**config.mk**
```make
export PLATFORM = sky130hd
export DESIGN_NAME = iterative_multiplier
export DESIGN_NICKNAME = d
export VERILOG_FILES = /design/src/rtl/iterative_multiplier.sv
export SDC_FILE = /design/constraint.sdc
export NUM_CORES = 1
export LEC_CHECK = 0
export ABC_AREA = 1
export CAP_MARGIN = 40
export CELL_PAD_IN_SITES_DETAIL_PLACEMENT = 1
export CELL_PAD_IN_SITES_GLOBAL_PLACEMENT = 1
export CORE_MARGIN = 1
export CORE_UTILIZATION = 35
export DETAILED_ROUTE_END_ITERATION = 6
export PLACE_DENSITY = 0.68
export SLEW_MARGIN = 20
export SYNTH_ARGS = -nofsm -noshare
export SYNTH_HDL_FRONTEND = slang
export SYNTH_SLANG_ARGS = --single-unit
```
**constraint.sdc**
```tcl
create_clock -name clock -period 15.4 [get_ports clock]
set_input_delay 2.31 -clock clock [delete_from_list [all_inputs] [get_ports clock]]
set_output_delay 2.31 -clock clock [all_outputs]
set_load 0.02 [all_outputs]
```
**src/rtl/iterative_multiplier.sv**
```systemverilog
// Iterative shift-add multiplier producing the full 2*WIDTH product.
// Retires BITS_PER_CYCLE multiplier bits per BUSY cycle on operand magnitudes,
// then applies the result sign once on the DONE entry edge.
// Optional build macro: MUL_EARLY_OUT_EN (finish as soon as the remaining
// multiplier bits are all zero; results are identical either way).
module iterative_multiplier #(
  parameter int unsigned WIDTH          = 32,
  parameter int unsigned BITS_PER_CYCLE = 1
) (
  input  logic             clock,
  input  logic             reset,
  input  logic [WIDTH-1:0] input_a,
  input  logic [WIDTH-1:0] input_b,
  input  logic             signed_a,
  input  logic             signed_b,
  input  logic             enable,
  output logic [WIDTH-1:0] output_low,
  output logic [WIDTH-1:0] output_high,
  output logic             data_valid,
  output logic             busy
);

  localparam int unsigned ITERS = WIDTH / BITS_PER_CYCLE;
  localparam int unsigned CNT_W = $clog2(ITERS + 1);
  localparam int unsigned PW    = 2 * WIDTH;

  typedef enum logic [1:0] {
    S_IDLE = 2'd0,
    S_BUSY = 2'd1,
    S_DONE = 2'd2
  } state_t;

  state_t           state_q, state_d;
  logic [PW-1:0]    mcand_q, mcand_d;
  logic [WIDTH-1:0] mplier_q, mplier_d;
  logic [PW-1:0]    acc_q, acc_d;
  logic [CNT_W-1:0] cnt_q, cnt_d;
  logic             neg_q, neg_d;
  logic [WIDTH-1:0] low_q, low_d;
  logic [WIDTH-1:0] high_q, high_d;
  logic             valid_q, valid_d;
  logic             busy_q, busy_d;

  logic             a_neg, b_neg;
  logic [WIDTH-1:0] a_mag, b_mag;
  logic [PW-1:0]    prod;
  logic [WIDTH-1:0] scan;

  // Operand magnitudes; the most-negative value maps onto itself as unsigned 2^(WIDTH-1)
  assign a_neg = signed_a & input_a[WIDTH-1];
  assign b_neg = signed_b & input_b[WIDTH-1];
  assign a_mag = a_neg ? WIDTH'(~input_a + WIDTH'(1)) : input_a;
  assign b_mag = b_neg ? WIDTH'(~input_b + WIDTH'(1)) : input_b;
  assign prod  = neg_q ? PW'(~acc_q + PW'(1)) : acc_q;

  // State, datapath and output registers
  always_ff @(posedge clock or posedge reset) begin
    if (reset) begin
      state_q  <= S_IDLE;
      mcand_q  <= '0;
      mplier_q <= '0;
      acc_q    <= '0;
      cnt_q    <= '0;
      neg_q    <= 1'b0;
      low_q    <= '0;
      high_q   <= '0;
      valid_q  <= 1'b0;
      busy_q   <= 1'b0;
    end else begin
      state_q  <= state_d;
      mcand_q  <= mcand_d;
      mplier_q <= mplier_d;
      acc_q    <= acc_d;
      cnt_q    <= cnt_d;
      neg_q    <= neg_d;
      low_q    <= low_d;
      high_q   <= high_d;
      valid_q  <= valid_d;
      busy_q   <= busy_d;
    end
  end

  // Next-state, iteration step and result load
  always_comb begin
    state_d  = state_q;
    mcand_d  = mcand_q;
    mplier_d = mplier_q;
    acc_d    = acc_q;
    cnt_d    = cnt_q;
    neg_d    = neg_q;
    low_d    = low_q;
    high_d   = high_q;
    valid_d  = 1'b0;
    busy_d   = 1'b0;
    scan     = mplier_q;

    case (state_q)
      S_IDLE, S_DONE: begin
        if (enable) begin
          state_d  = S_BUSY;
          mcand_d  = {WIDTH'(0), a_mag};
          mplier_d = b_mag;
          acc_d    = '0;
          cnt_d    = CNT_W'(ITERS);
          neg_d    = a_neg ^ b_neg;
          busy_d   = 1'b1;
        end else begin
          state_d = S_IDLE;
        end
      end
      S_BUSY: begin
        if (cnt_q == '0) begin
          // Counter exhausted: publish the signed product for one valid cycle
          state_d = S_DONE;
          valid_d = 1'b1;
          low_d   = prod[WIDTH-1:0];
          high_d  = prod[PW-1:WIDTH];
        end else begin
          busy_d = 1'b1;
          for (int unsigned i = 0; i < BITS_PER_CYCLE; i++) begin
            if (scan[0]) acc_d = acc_d + (mcand_q << i);
            scan = scan >> 1;
          end
          mcand_d  = mcand_q << BITS_PER_CYCLE;
          mplier_d = mplier_q >> BITS_PER_CYCLE;
          cnt_d    = cnt_q - CNT_W'(1);
`ifdef MUL_EARLY_OUT_EN
          // Multiplicand is pre-shifted, so the accumulator is already aligned and final
          if (mplier_d == '0) cnt_d = '0;
`endif
        end
      end
      default: state_d = S_IDLE;
    endcase
  end

  assign output_low  = low_q;
  assign output_high = high_q;
  assign data_valid  = valid_q;
  assign busy        = busy_q;

endmodule

```
======== After elaboration in Yosys (flattened, before gate mapping) ========
Cells that the tools add are included.
storage, ports and cells
  bits in registers ....................... 235
  bits in latches ......................... 0
  bits in writable memories ............... 0
  ROM bits ................................ 0
  input bits .............................. 69
  output and inout port bits .............. 66
  word-level logic and storage cells ...... 59
  memories kept ........................... 0
cells by class
  $add $sub $neg .......................... 5
  multipliers ............................. 0
  div/mod/pow operators ................... 0
  order comparisons ....................... 0
  equality and inequality tests ........... 6
  shifts and indexed selects .............. 0
  multiplexer cells ....................... 24
  bitwise operators ....................... 6
  reduce and logical (&&, ||, !) cells .... 8
operators by type and width
  operator                                           number
  2-to-1 mux 64 bit                                  6
  case mux 64 bit (2 select lines)                   2
  2-to-1 mux 32 bit                                  4
  adder 32 x 1 -> 32 bit (second input constant)     2
  adder 64 x 1 -> 64 bit (second input constant)     1
  adder 64 bit                                       1
  NOT 32 bit                                         2
  NOT 64 bit                                         1
  case mux 32 bit (2 select lines)                   1
  2-to-1 mux 6 bit                                   2
  case mux 6 bit (2 select lines)                    1
  != test 2 bit (second input constant)              4
  logical NOT 6 bit                                  1
  subtractor 6 x 1 -> 6 bit (second input constant)  1
  2-to-1 mux 1 bit                                   5
  case mux 2 bit (2 select lines)                    1
  AND reduction 2 bit                                2
  AND reduction 4 bit                                1
  AND reduction 3 bit                                1
  AND 1 bit                                          2
  == test 2 x 1 -> 1 bit (second input constant)     1
  == test 2 bit (second input constant)              1
  logical NOT 2 bit                                  1
  2-to-1 mux 2 bit                                   1
  4 further kinds                                    4

======== Longest topological paths before layout ========
Gate-level depths: netlist of the first run.
  word-level depth ........................ 5
  mapped depth ............................ 16
  mapped depth without buffers ............ 16

======== Worst setup path before layout of the first run ========
OpenSTA, ideal clock, no wires.
  kind .................................... in2reg
  from .................................... input port input_b[1]
  to ...................................... register mplier_q[16]
  library setup time ...................... 123 ps
  arrival ................................. 3448 ps
  required time ........................... 15277 ps
  path slack .............................. 11829 ps
  stages on the path ...................... 11
  buffers on the path ..................... 0
  path through ............................ inv_1 > ha_1 > nand2_1 > nor2_1 > nand2_1 > nor2_4 > nand2_1 > o21ai_0 > xor2_1 > o21ai_0 > nand2_1
on the way
  word-level cells in the longest chain between the ends .. 5
RTL lines
  element                           line  source
  start, declared                   13    input logic [WIDTH-1:0] input_b,
  NOT 32 bit                        53    assign b_mag = b_neg ? WIDTH'(~input_b + WIDTH'(1)) : input_b;
  adder 32 x 1 -> 32 bit            53
  2-to-1 mux 32 bit                 53
  2-to-1 mux 32 bit                 99    if (enable) begin
  case mux 32 bit (2 select lines)  97    case (state_q)
  end signal, assigned              72    mplier_q <= mplier_d;
  end, declared                     35    logic [WIDTH-1:0] mplier_q, mplier_d;
No other way between the ends. The select of a mux whose other input is x is not followed.
A chain may end at the register's enable or synchronous reset.

======== Final worst setup path of the first run ========
  from .................................... input port enable
  to ...................................... register acc_q[7]
on the way
  word-level cells in the longest chain between the ends .. 2
RTL lines
  element                        line  source
  start, declared                16    input logic enable,
  != test 2 bit (no line)        -
  AND reduction 4 bit (no line)  -
  end signal, assigned           62    acc_q <= '0;
  end signal, assigned           73    acc_q <= acc_d;
  end, declared                  36    logic [PW-1:0] acc_q, acc_d;
No other way between the ends.

==> results of run 1 <==
==> cell usage after synthesis, drive strengths merged, types with 6 or more instances <==
cell,count,area [sq um]
buf,39,201
nor4,6,43.8
ha,68,851
nand4,37,238
o211ai,22,165
nand2,1152,4350
inv,542,2040
or2,14,87.6
xor2,38,333
a21oi,93,465
nand3,236,1180
nor2,314,1230
a31oi,6,37.5
dfrtp,235,5880
xnor2,6,52.6
o22ai,40,250
o21ai,199,1000
clkbuf,35,131
nor3,25,141
==> area by class of cell <==
class / count / area (sq um)
Timing Repair Buffer: 150 / 1530
Multi-Input combinational cell: 2280 / 10600
Clock inverter: 19 / 284
Inverter: 544 / 2050
Sequential cell: 235 / 5880
Clock buffer: 38 / 852
Fill cell: 7082 / 30900
Tap cell: 688 / 861
==> cell usage in the layout (no fill, tap or decap), drive strengths merged, types with 2 or more instances in the layout <==
cell,instances
a21oi,93
clkinv,10
o21bai,2
nor2,314
bufinv,7
nand4,37
nor4,6
ha,68
clkinvlp,4
buf,16
nand2,1152
a22o,2
and3,2
o31ai,5
xor2,38
or2,14
nand3,236
nor3,25
inv,542
o211ai,22
xnor2,6
nand3b,5
dfrtp,235
o21ai,199
a21o,3
o22ai,40
a31oi,6
clkbuf,38
clkdlybuf4s50,134
==> critical path: cells and delay by family <==
kind / cells / cell delay (ns)
buf+inv: 7 / 2.37
simple gates: 2 / 0.16
compound gates: 2 / 0.45
==> metal layers <==
metal	wire length (um)	GRT usage (%)	up-vias
met2	33600	45.0	393
met4	1450	6.15	0
met3	3460	3.32	78
li1	-	-	9997
met5	0	0	-
met1	35400	37.8	9730
==> metrics by stage <==
step                      instances  util, %  instance area [sq um]  setup slack (ns)  total power [uW]
after floorplan                3133        -                  18900              6.64              2970
after global placement         3893     39.4                  20900             10.03              3920
after detailed placement       3895     39.4                  20900              9.96              4010
after CTS                      3952     41.6                  22000             10.59              4860
after global routing           3954     41.7                  22100             10.37              5270
final                          3954     41.7                  22100             10.54              4850
==> cells by family after synthesis <==
kind of cell | share of synthesized area (%)
DFF | 31.2
and+or+nand+nor | 38.8
adders and majority gates | 4.61
xor gates and xnor gates | 2.04
AOI/OAI and AO/OA | 10.8
buffers and inverters | 12.6
==> flip-flops by register name (all words and copies together), names as in the netlist <==
| register | flops |
|---|---|
| acc_q | 64 |
| mcand_q | 64 |
| mplier_q | 32 |
| output_high | 32 |
| output_low | 32 |
| cnt_q | 6 |
| state_q | 2 |
| busy | 1 |
| data_valid | 1 |
| neg_q | 1 |
==> where the power goes <==
| part | internal [uW] | leakage, uW | switching [uW] | total, uW |
|---|---|---|---|---|
| clock | 507 | 0.000551 | 309 | 816 |
| combinational | 914 | 0.00822 | 1890 | 2800 |
| sequential | 910 | 0.00293 | 324 | 1230 |
| total | 2330 | 0.0117 | 2520 | 4850 |
==> worst max-delay path by stage <==
stage	startpoint	endpoint	depth (start not counted)
final	enable	acc_q[7]	11
after global routing	enable	acc_q[36]	11
after CTS	enable	acc_q[7]	11
after floorplan	reset	acc_q[0]	1
after global placement	enable	acc_q[7]	11
after detailed placement	enable	acc_q[29]	11
==> results.md, run 1 <==
- CP Max Fanout: 39
- Post-DRT Antenna Nets: 0
- Slowest stage cell, crit path: buf_4
- Starting Density: 35.6%
- Drt first pass iters: 7
- Die footprint: 0.0549 sq mm
- Synth warnings: 0
- Routed via count: 20,200
- Initial antenna violation count: 1
- RSZ-0062 raised after global routing: false
- Crit end category: register
- Pins over their slew limit: 0
- DR iter-0 viols: 1,159
- Minimum clock period: 4.86 ns
- Worst vdd ir: 0.000132 V
- Setup crit start kind: input pin
- Top-Level Pins: 135
- I/O Buffers: 134
- Vias in the first global route: 20,600
- Num CTS Buffers: 31
- CTS clk-pin slew, worst paths: around 0.06 ns
- Finish-stage setup viols: 0
- Pin count of the biggest net entering global routing: 112
- Post CTS Setup Buffer Count: 0
- Total Routing Usage GR: 27.3%
- Hold Fails Final Rpt: 0
- Syn Nets: 3,271
- R2R cell count: 10
- Ys async rst share: 100%
- Layout cells sized above 1: 3.77%
- Period utilisation layout: a little under a third
- Layout Nets: approximately 3,400
- FMAX: 206 MHz
- Critical path arrival: 5.37 ns
- Prevailing post-synth register cell: dfrtp_1
- Reg2reg end: cnt_q[3]
- Post-route setup TNS: 0 ns
- Crit path cell chain: clkdlybuf4s50_1 -> nand2_1 -> buf_4 -> inv_2 -> o21ai_2 -> buf_4 -> inv_2 -> nor2_4 -> buf_4 -> inv_2 -> o22ai_1
- DRC: 9
- # hold bufs at CTS: 0
- Slew @ Worst Pin: 0.838 ns
- Skew final: 0.0225 ns
- Path type of the worst setup path: input pin to register
- Die Span X: 234 um
- Max-cap violations: 0
- Post-synthesis cell type count: 47
- P_leak: 0.0117 uW
- Vias per std cell: 5.11
- WHS Endpoint: output_high[10]
- Synth Instances: 3,133
- Layout overhead on the synthesized area: 17.0%
- Reg2reg start: cnt_q[0]
- WHS: 0.479 ns
- Post-DR wirelength/cell: 18.7 um
- Status: finished, violations left
- Slew Limit Headroom: 44.1%
- Core area: 0.0530 sq mm
- Seq/Total Area, Yosys: 31.2%
- Tightest Hold Check Type: register to register
- Gp weighted congestion: 0.920
- Mapped Avg Cell Area: 6.03 sq um
- Row Count: 84
- H-tree Lvls: 1
- WL final: 73,900 um
- Clk sinks: ~240
- CP peak stage delay: roughly 0.5 ns
- #FFs+latches synth: 235
- Skew-Pair Late Insertion Delay: about 0.6 ns
- WP data required: 15.90 ns
- CTS tree: built
- Antenna Cells: 0
- Failing checks: DRC
- Hpwl dp: ~59,000 um
- CTS Buffer Depth: 3
- CTS root buf: clkbuf_16
- HP Start: output_high[10]
- R2R Setup Slk: 11.83 ns
- Number of enable flip-flop cells after synthesis: 0
- First-pass GRT wire length: 116,000 um
- Worst hold path cell count: 2
- Synthesized area: 0.0189 sq mm
- Die span in y: between 200 and 250 um
- Power per Cell Area: 220 mW/mm^2
- Grt ovf: 0
- Quantity of gates resized following cts: 0
Note: power is estimated with default switching activity, not from simulation.
==> run 2: changes to the inputs <==
- clock period: 15.4 -> 4.8 ns (I/O delays scaled with it)
==> results.md, run 2 (synthesis results as in run 1) <==
- Status: finished, violations left
- Failing checks: DRC
- Die span in y: 234 um (unchanged)
- RSZ-0062 raised after global routing: false
- Starting Density: 35.6% (unchanged)
- Top sig layer: met4
- Row Count: 84 (unchanged)
- Pins over their slew limit: 0 (unchanged)
- Skew final: 0.0191 ns (-0.00339 ns)
- Largest regs: acc_q: 64 flops, mcand_q: 64 flops
- Crit path max-delay family: simple AND/OR/NAND/NOR gates
- First-pass GRT wire length: 117,000 um (+0.76%)
- CTS tree: built
- Crit end category: register
- CP peak stage delay: 0.49 ns (about the same)
- Grt ovf: 0 (unchanged)
- Critical path arrival: 3.35 ns (-2.02 ns)
- Pin count of the biggest net entering global routing: 134 (+20%)
- CTS clk-pin slew, worst paths: 0.06 ns (about the same)
- DRT met1 WL: 34,700 um (-1.8%)
- I/O Buffers: 134 (unchanged)
- Post CTS Setup Buffer Count: 0 (unchanged)
- Drt first pass iters: 7 (unchanged)
- Top-Level Pins: 135 (unchanged)
- H-tree Lvls: 2 (+1)
- Finish-stage setup viols: 0 (unchanged)
- Power per Cell Area: 711 mW/mm^2 (+220%)
- Clk sinks: 235 (unchanged)
- Gp weighted congestion: 0.909 (-1.2%)
- Path type of the worst setup path: register to register
- Slew Limit Headroom: 43.1% (-1.0 points)
- Slowest stage cell, crit path: dfrtp_1
- Commonest cells after routing, fill and taps aside: 1,146 x nand2_1, 527 x inv_1, 301 x nor2_1
- Layout Nets: 3,387 (+0.21%)
- Skew-Pair Late Insertion Delay: 0.55 ns (-0.05 ns)
- Vias per std cell: 5.11 (about the same)
- Die Span X: 234 um (unchanged)
- Max-cap violations: 0 (unchanged)
- Post-route setup TNS: 0 ns (unchanged)
- WL final: 74,300 um (+0.52%)
- Tightest Hold Check Type: register to register
- Initial antenna violation count: 0 (-1)
- Most common cell after layout, fill and taps aside: nand2_1
- Hpwl dp: 59,500 um (+1.5%)
- Core area: 0.0530 sq mm (unchanged)
- Layout overhead on the synthesized area: 17.7%
- Crit-path most repeated cell: nand2_1
- Layout cells sized above 1: 3.94% (+0.17 points)
- Minimum clock period: 2.94 ns
- CTS Buffer Depth: 3 (unchanged)
- Quantity of gates resized following cts: 0 (unchanged)
- P_leak: 0.0118 uW (+0.68%)
- Setup crit start kind: register
- Antenna Cells: 0 (unchanged)
- Total Routing Usage GR: 27.7% (+0.43 points)
- Num CTS Buffers: 34 (+9.7%)
- Worst vdd ir: 0.000402 V (+200%)
- Post-DR wirelength/cell: 18.8 um (+0.32%)
- Vias in the first global route: 20,900 (+1.3%)
- Filler cell count: 7,117 (+0.49%)
- FMAX: 340 MHz
- # hold bufs at CTS: 0 (unchanged)
- Total power: 15,800 uW (+230%)
- Post-DRT Antenna Nets: 0 (unchanged)
- CP Max Fanout: 5 (-87%)
- Die footprint: 0.0549 sq mm (unchanged)
- CTS root buf: clkbuf_16
- WP data required: 5.21 ns (-10.69 ns)
- DR iter-0 viols: 1,050 (-9.4%)
- Slew @ Worst Pin: 0.854 ns (+0.0153 ns)
- Period utilisation layout: 61.3%
- Routed via count: 20,300 (+0.30%)
- DRC: 9 (unchanged)
- CP bufs+invs: 0 (-7)
- Hold Fails Final Rpt: 0 (unchanged)
- Crit path cell chain: ha_1 -> nand2_1 -> nor2_1 -> nand3_1 -> nand2_2 -> nand2_1 -> nand2_1 -> nand2_1 -> nand2_1 -> a21oi_1 -> o21ai_0 -> o21ai_0
- Routed met2 length: 34,200 um (+1.8%)
- Routed wl met3: 3320 um (-4.1%)
==> run 2: final cells by class <==
cell class              count  area [sq um]  share of cell area (%)
repair buffers            154          1540                    6.95
inverters                 544          2050                    9.22
flip-flops and latches    235          5880                    26.5
multi-input cells        2280         10600                    47.9
clock buffers              50          1060                    4.79
clock inverters            11           184                   0.828
well taps                 688           861                    3.88
==> run 2: worst paths after layout <==
| path | endpoint | cells past startpoint | slack, ns | from |
|---|---|---|---|---|
| min in group asynchronous | output_low[0] | 3 | 0.58 | reset |
| max in group asynchronous | mcand_q[61] | 3 | 3.40 | reset |
| min reg2reg | output_high[19] | 2 | 0.48 | output_high[19] |
| min | output_high[19] | 2 | 0.48 | output_high[19] |
| max | acc_q[31] | 12 | 1.86 | acc_q[4] |
| max reg2reg | acc_q[31] | 12 | 1.86 | acc_q[4] |
==> run 2: through the flow <==
step	instances	util (%)	worst slack (ns)	hold WS [ns]	instance area [sq um]
global route	3962	41.9	1.63	0.503	22200
floorplan	3133	-	1.00	0.444	18900
global placement	3899	39.5	1.69	0.462	20900
CTS	3960	41.8	1.85	0.483	22200
detailed placement	3899	39.5	1.57	0.467	20900
finish	3962	41.9	1.86	0.478	22200
==> run 2: routing by layer <==
layer,up-vias,GRT usage (%)
li1,10000,-
met1,9756,37.0
met2,368,45.9
met3,118,4.17
met4,0,8.08
met5,-,0
==> run 2: power breakdown <==
group | internal, uW | total [uW] | leakage (uW) | switching, uW
logic | 2950 | 8960 | 0.00823 | 6010
clock network | 1800 | 2810 | 0.000620 | 1010
registers | 2920 | 4020 | 0.00293 | 1110
==> run 2: tightest hold or removal path, stage by stage, from the launching register on <==
cell	delay (ns)
dfrtp_1	0.34
nand2_1	0.05
nand2_1	0.05
==> run 3: changes to the inputs <==
- clock period: 4.8 -> 2.96 ns (I/O delays scaled with it)
==> results.md, run 3 (synthesis results as in run 1) <==
- Status: finished, violations left
- Failing checks: DRC
- Routed wl met3: 3140 um (-5.6%)
- R2R cell count: 12 (unchanged)
- CP Max Fanout: 5 (unchanged)
- RSZ-0062 raised after global routing: false
- Hpwl dp: 61,600 um (+3.4%)
- # hold bufs at CTS: 0 (unchanged)
- Worst vdd ir: 0.000528 V (+31%)
- Slew Limit Headroom: 42.9% (-0.15 points)
- Period utilisation layout: 90.6% (+29 points)
- Skew final: 0.0140 ns (-0.00512 ns)
- Quantity of gates resized following cts: 0 (unchanged)
- Finish-stage setup viols: 0 (unchanged)
- Drt first pass iters: 7 (unchanged)
- CTS clk-pin slew, worst paths: 0.06 ns (about the same)
- Starting Density: 35.6% (unchanged)
- DRC: 9 (unchanged)
- R2R Setup Slk: 0.28 ns (-1.58 ns)
- Slew @ Worst Pin: 0.856 ns (+0.00227 ns)
- First-pass GRT wire length: 120,000 um (+3.0%)
- CTS root buf: clkbuf_16
- Layout overhead on the synthesized area: 18.6%
- Top sig layer: met4
- I/O Buffers: 134 (unchanged)
- Die span in y: 234 um (unchanged)
- Grt ovf: 0 (unchanged)
- Commonest cells after routing, fill and taps aside: 1,146 x nand2_1, 527 x inv_1, 301 x nor2_1
- Setup crit start kind: register
- FMAX: 373 MHz (+9.8%)
- Pin count of the biggest net entering global routing: 76 (-43%)
- Placement Setup Slack: 0.324 ns (-1.25 ns)
- CTS Buffer Depth: 3 (unchanged)
- WL final: 76,200 um (+2.6%)
- Num CTS Buffers: 34 (unchanged)
- Die Span X: 234 um (unchanged)
- Minimum clock period: 2.68 ns (-0.262 ns)
- Max-cap violations: 0 (unchanged)
- WP data required: 3.38 ns (-1.83 ns)
- Top-Level Pins: 135 (unchanged)
- H-tree Lvls: 2 (unchanged)
- P_leak: 0.0119 uW (+1.0%)
- Power per Cell Area: 1150 mW/mm^2 (+62%)
- Crit end category: register
- Most common cell after layout, fill and taps aside: nand2_1
- Hold Fails Final Rpt: 0 (unchanged)
- Vias in the first global route: 21,400 (+2.4%)
- CP peak stage delay: 0.49 ns (about the same)
- CTS tree: built
- Initial antenna violation count: 0 (unchanged)
- Total Routing Usage GR: 28.4% (+0.71 points)
- Row Count: 84 (unchanged)
- Skew-Pair Late Insertion Delay: 0.54 ns (about the same)
- Clk sinks: 235 (unchanged)
- Slowest stage cell, crit path: dfrtp_1
- Layout Nets: 3,418 (+0.92%)
- Routed met2 length: 34,800 um (+1.7%)
- Final WS setup: 0.280 ns (-1.58 ns)
- Reg2reg start: acc_q[20]
- Path type of the worst setup path: register to register
- Antenna Cells: 0 (unchanged)
- Reg2reg end: acc_q[37]
- Post-DRT Antenna Nets: 0 (unchanged)
- DR iter-0 viols: 1,355 (+29%)
- Crit-path most repeated cell: nand2_1
- Largest regs: acc_q: 64 flops, mcand_q: 64 flops
- Crit path cell chain: ha_1 -> nand2_1 -> nor2_1 -> nand2_1 -> inv_1 -> nand3_1 -> nand3_1 -> nand2_1 -> nand2_1 -> nand2_1 -> nand2_1 -> o21ai_0
- WHS: 0.257 ns (-0.220 ns)
- Vias per std cell: 5.16 (+0.82%)
- Die footprint: 0.0549 sq mm (unchanged)
- Core area: 0.0530 sq mm (unchanged)
- Post-DR wirelength/cell: 19.1 um (+1.9%)
- DRT met1 WL: 36,500 um (+5.0%)
- Gp weighted congestion: 0.930 (+2.3%)
- Layout cells sized above 1: 4.75% (+0.81 points)
- Routed via count: 20,600 (+1.5%)
- Tightest Hold Check Type: input pin to asynchronous set/reset pin
- Post CTS Setup Buffer Count: 0 (unchanged)
- Pins over their slew limit: 0 (unchanged)
- Critical path arrival: 3.10 ns (-0.25 ns)
-- run 3: per-layer routing --
metal | up-vias | global-route usage, %
met5 | - | 0
met4 | 0 | 7.77
met3 | 95 | 2.81
met2 | 383 | 46.8
met1 | 10000 | 39.3
li1 | 10100 | -
-- run 3: where the power goes --
| part | internal, uW | switching [uW] | leakage [uW] |
|---|---|---|---|
| logic | 5020 | 10200 | 0.00839 |
| registers | 4740 | 1450 | 0.00293 |
| clock network | 2710 | 1600 | 0.000579 |
| total | 12500 | 13300 | 0.0119 |
-- run 3: worst max-delay path by stage --
stage	from	endpoint	slack, ns	cells after the start
final	acc_q[20]	acc_q[37]	0.28	12
after global placement	input_a[31]	mcand_q[8]	0.32	8
after global routing	acc_q[1]	output_high[8]	0.14	14
after floorplan	reset	acc_q[0]	-0.56	1
after detailed placement	input_a[31]	mcand_q[8]	0.32	9
after CTS	acc_q[16]	acc_q[37]	0.37	12
-- run 3: stage by stage --
stage          cells  area (sq um)  utilization, %  setup TNS, ns  power, uW
3_3_place_gp    3931         21200            40.0              0      20800
3_5_place_dp    3931         21200            40.0              0      21300
2_1_floorplan   3133         18900               -        -132.04      15500
4_1_cts         3989         22400            42.2              0      25800
5_1_grt         3990         22400            42.3              0      27900
6_report        3990         22400            42.3              0      25800
-- run 3: final cells by class --
class                           instances  area (sq um)
Sequential cell                       235          5880
Tap cell                              688           861
Clock buffer                           44           960
Clock inverter                         14           203
Multi-Input combinational cell       2280         10600
Inverter                              544          2050
Timing Repair Buffer                  185          1800
Fill cell                            7128         30600
-- run 3: worst max-delay path, delay by kind of cell, from the launching register on --
| kind | cells | cell delay [ns] |
|---|---|---|
| fa+ha+maj | 1 | 0.46 |
| buf+inv | 1 | 0.11 |
| flops | 1 | 0.49 |
| simple gates | 9 | 1.42 |
| compound gates | 1 | 0.07 |
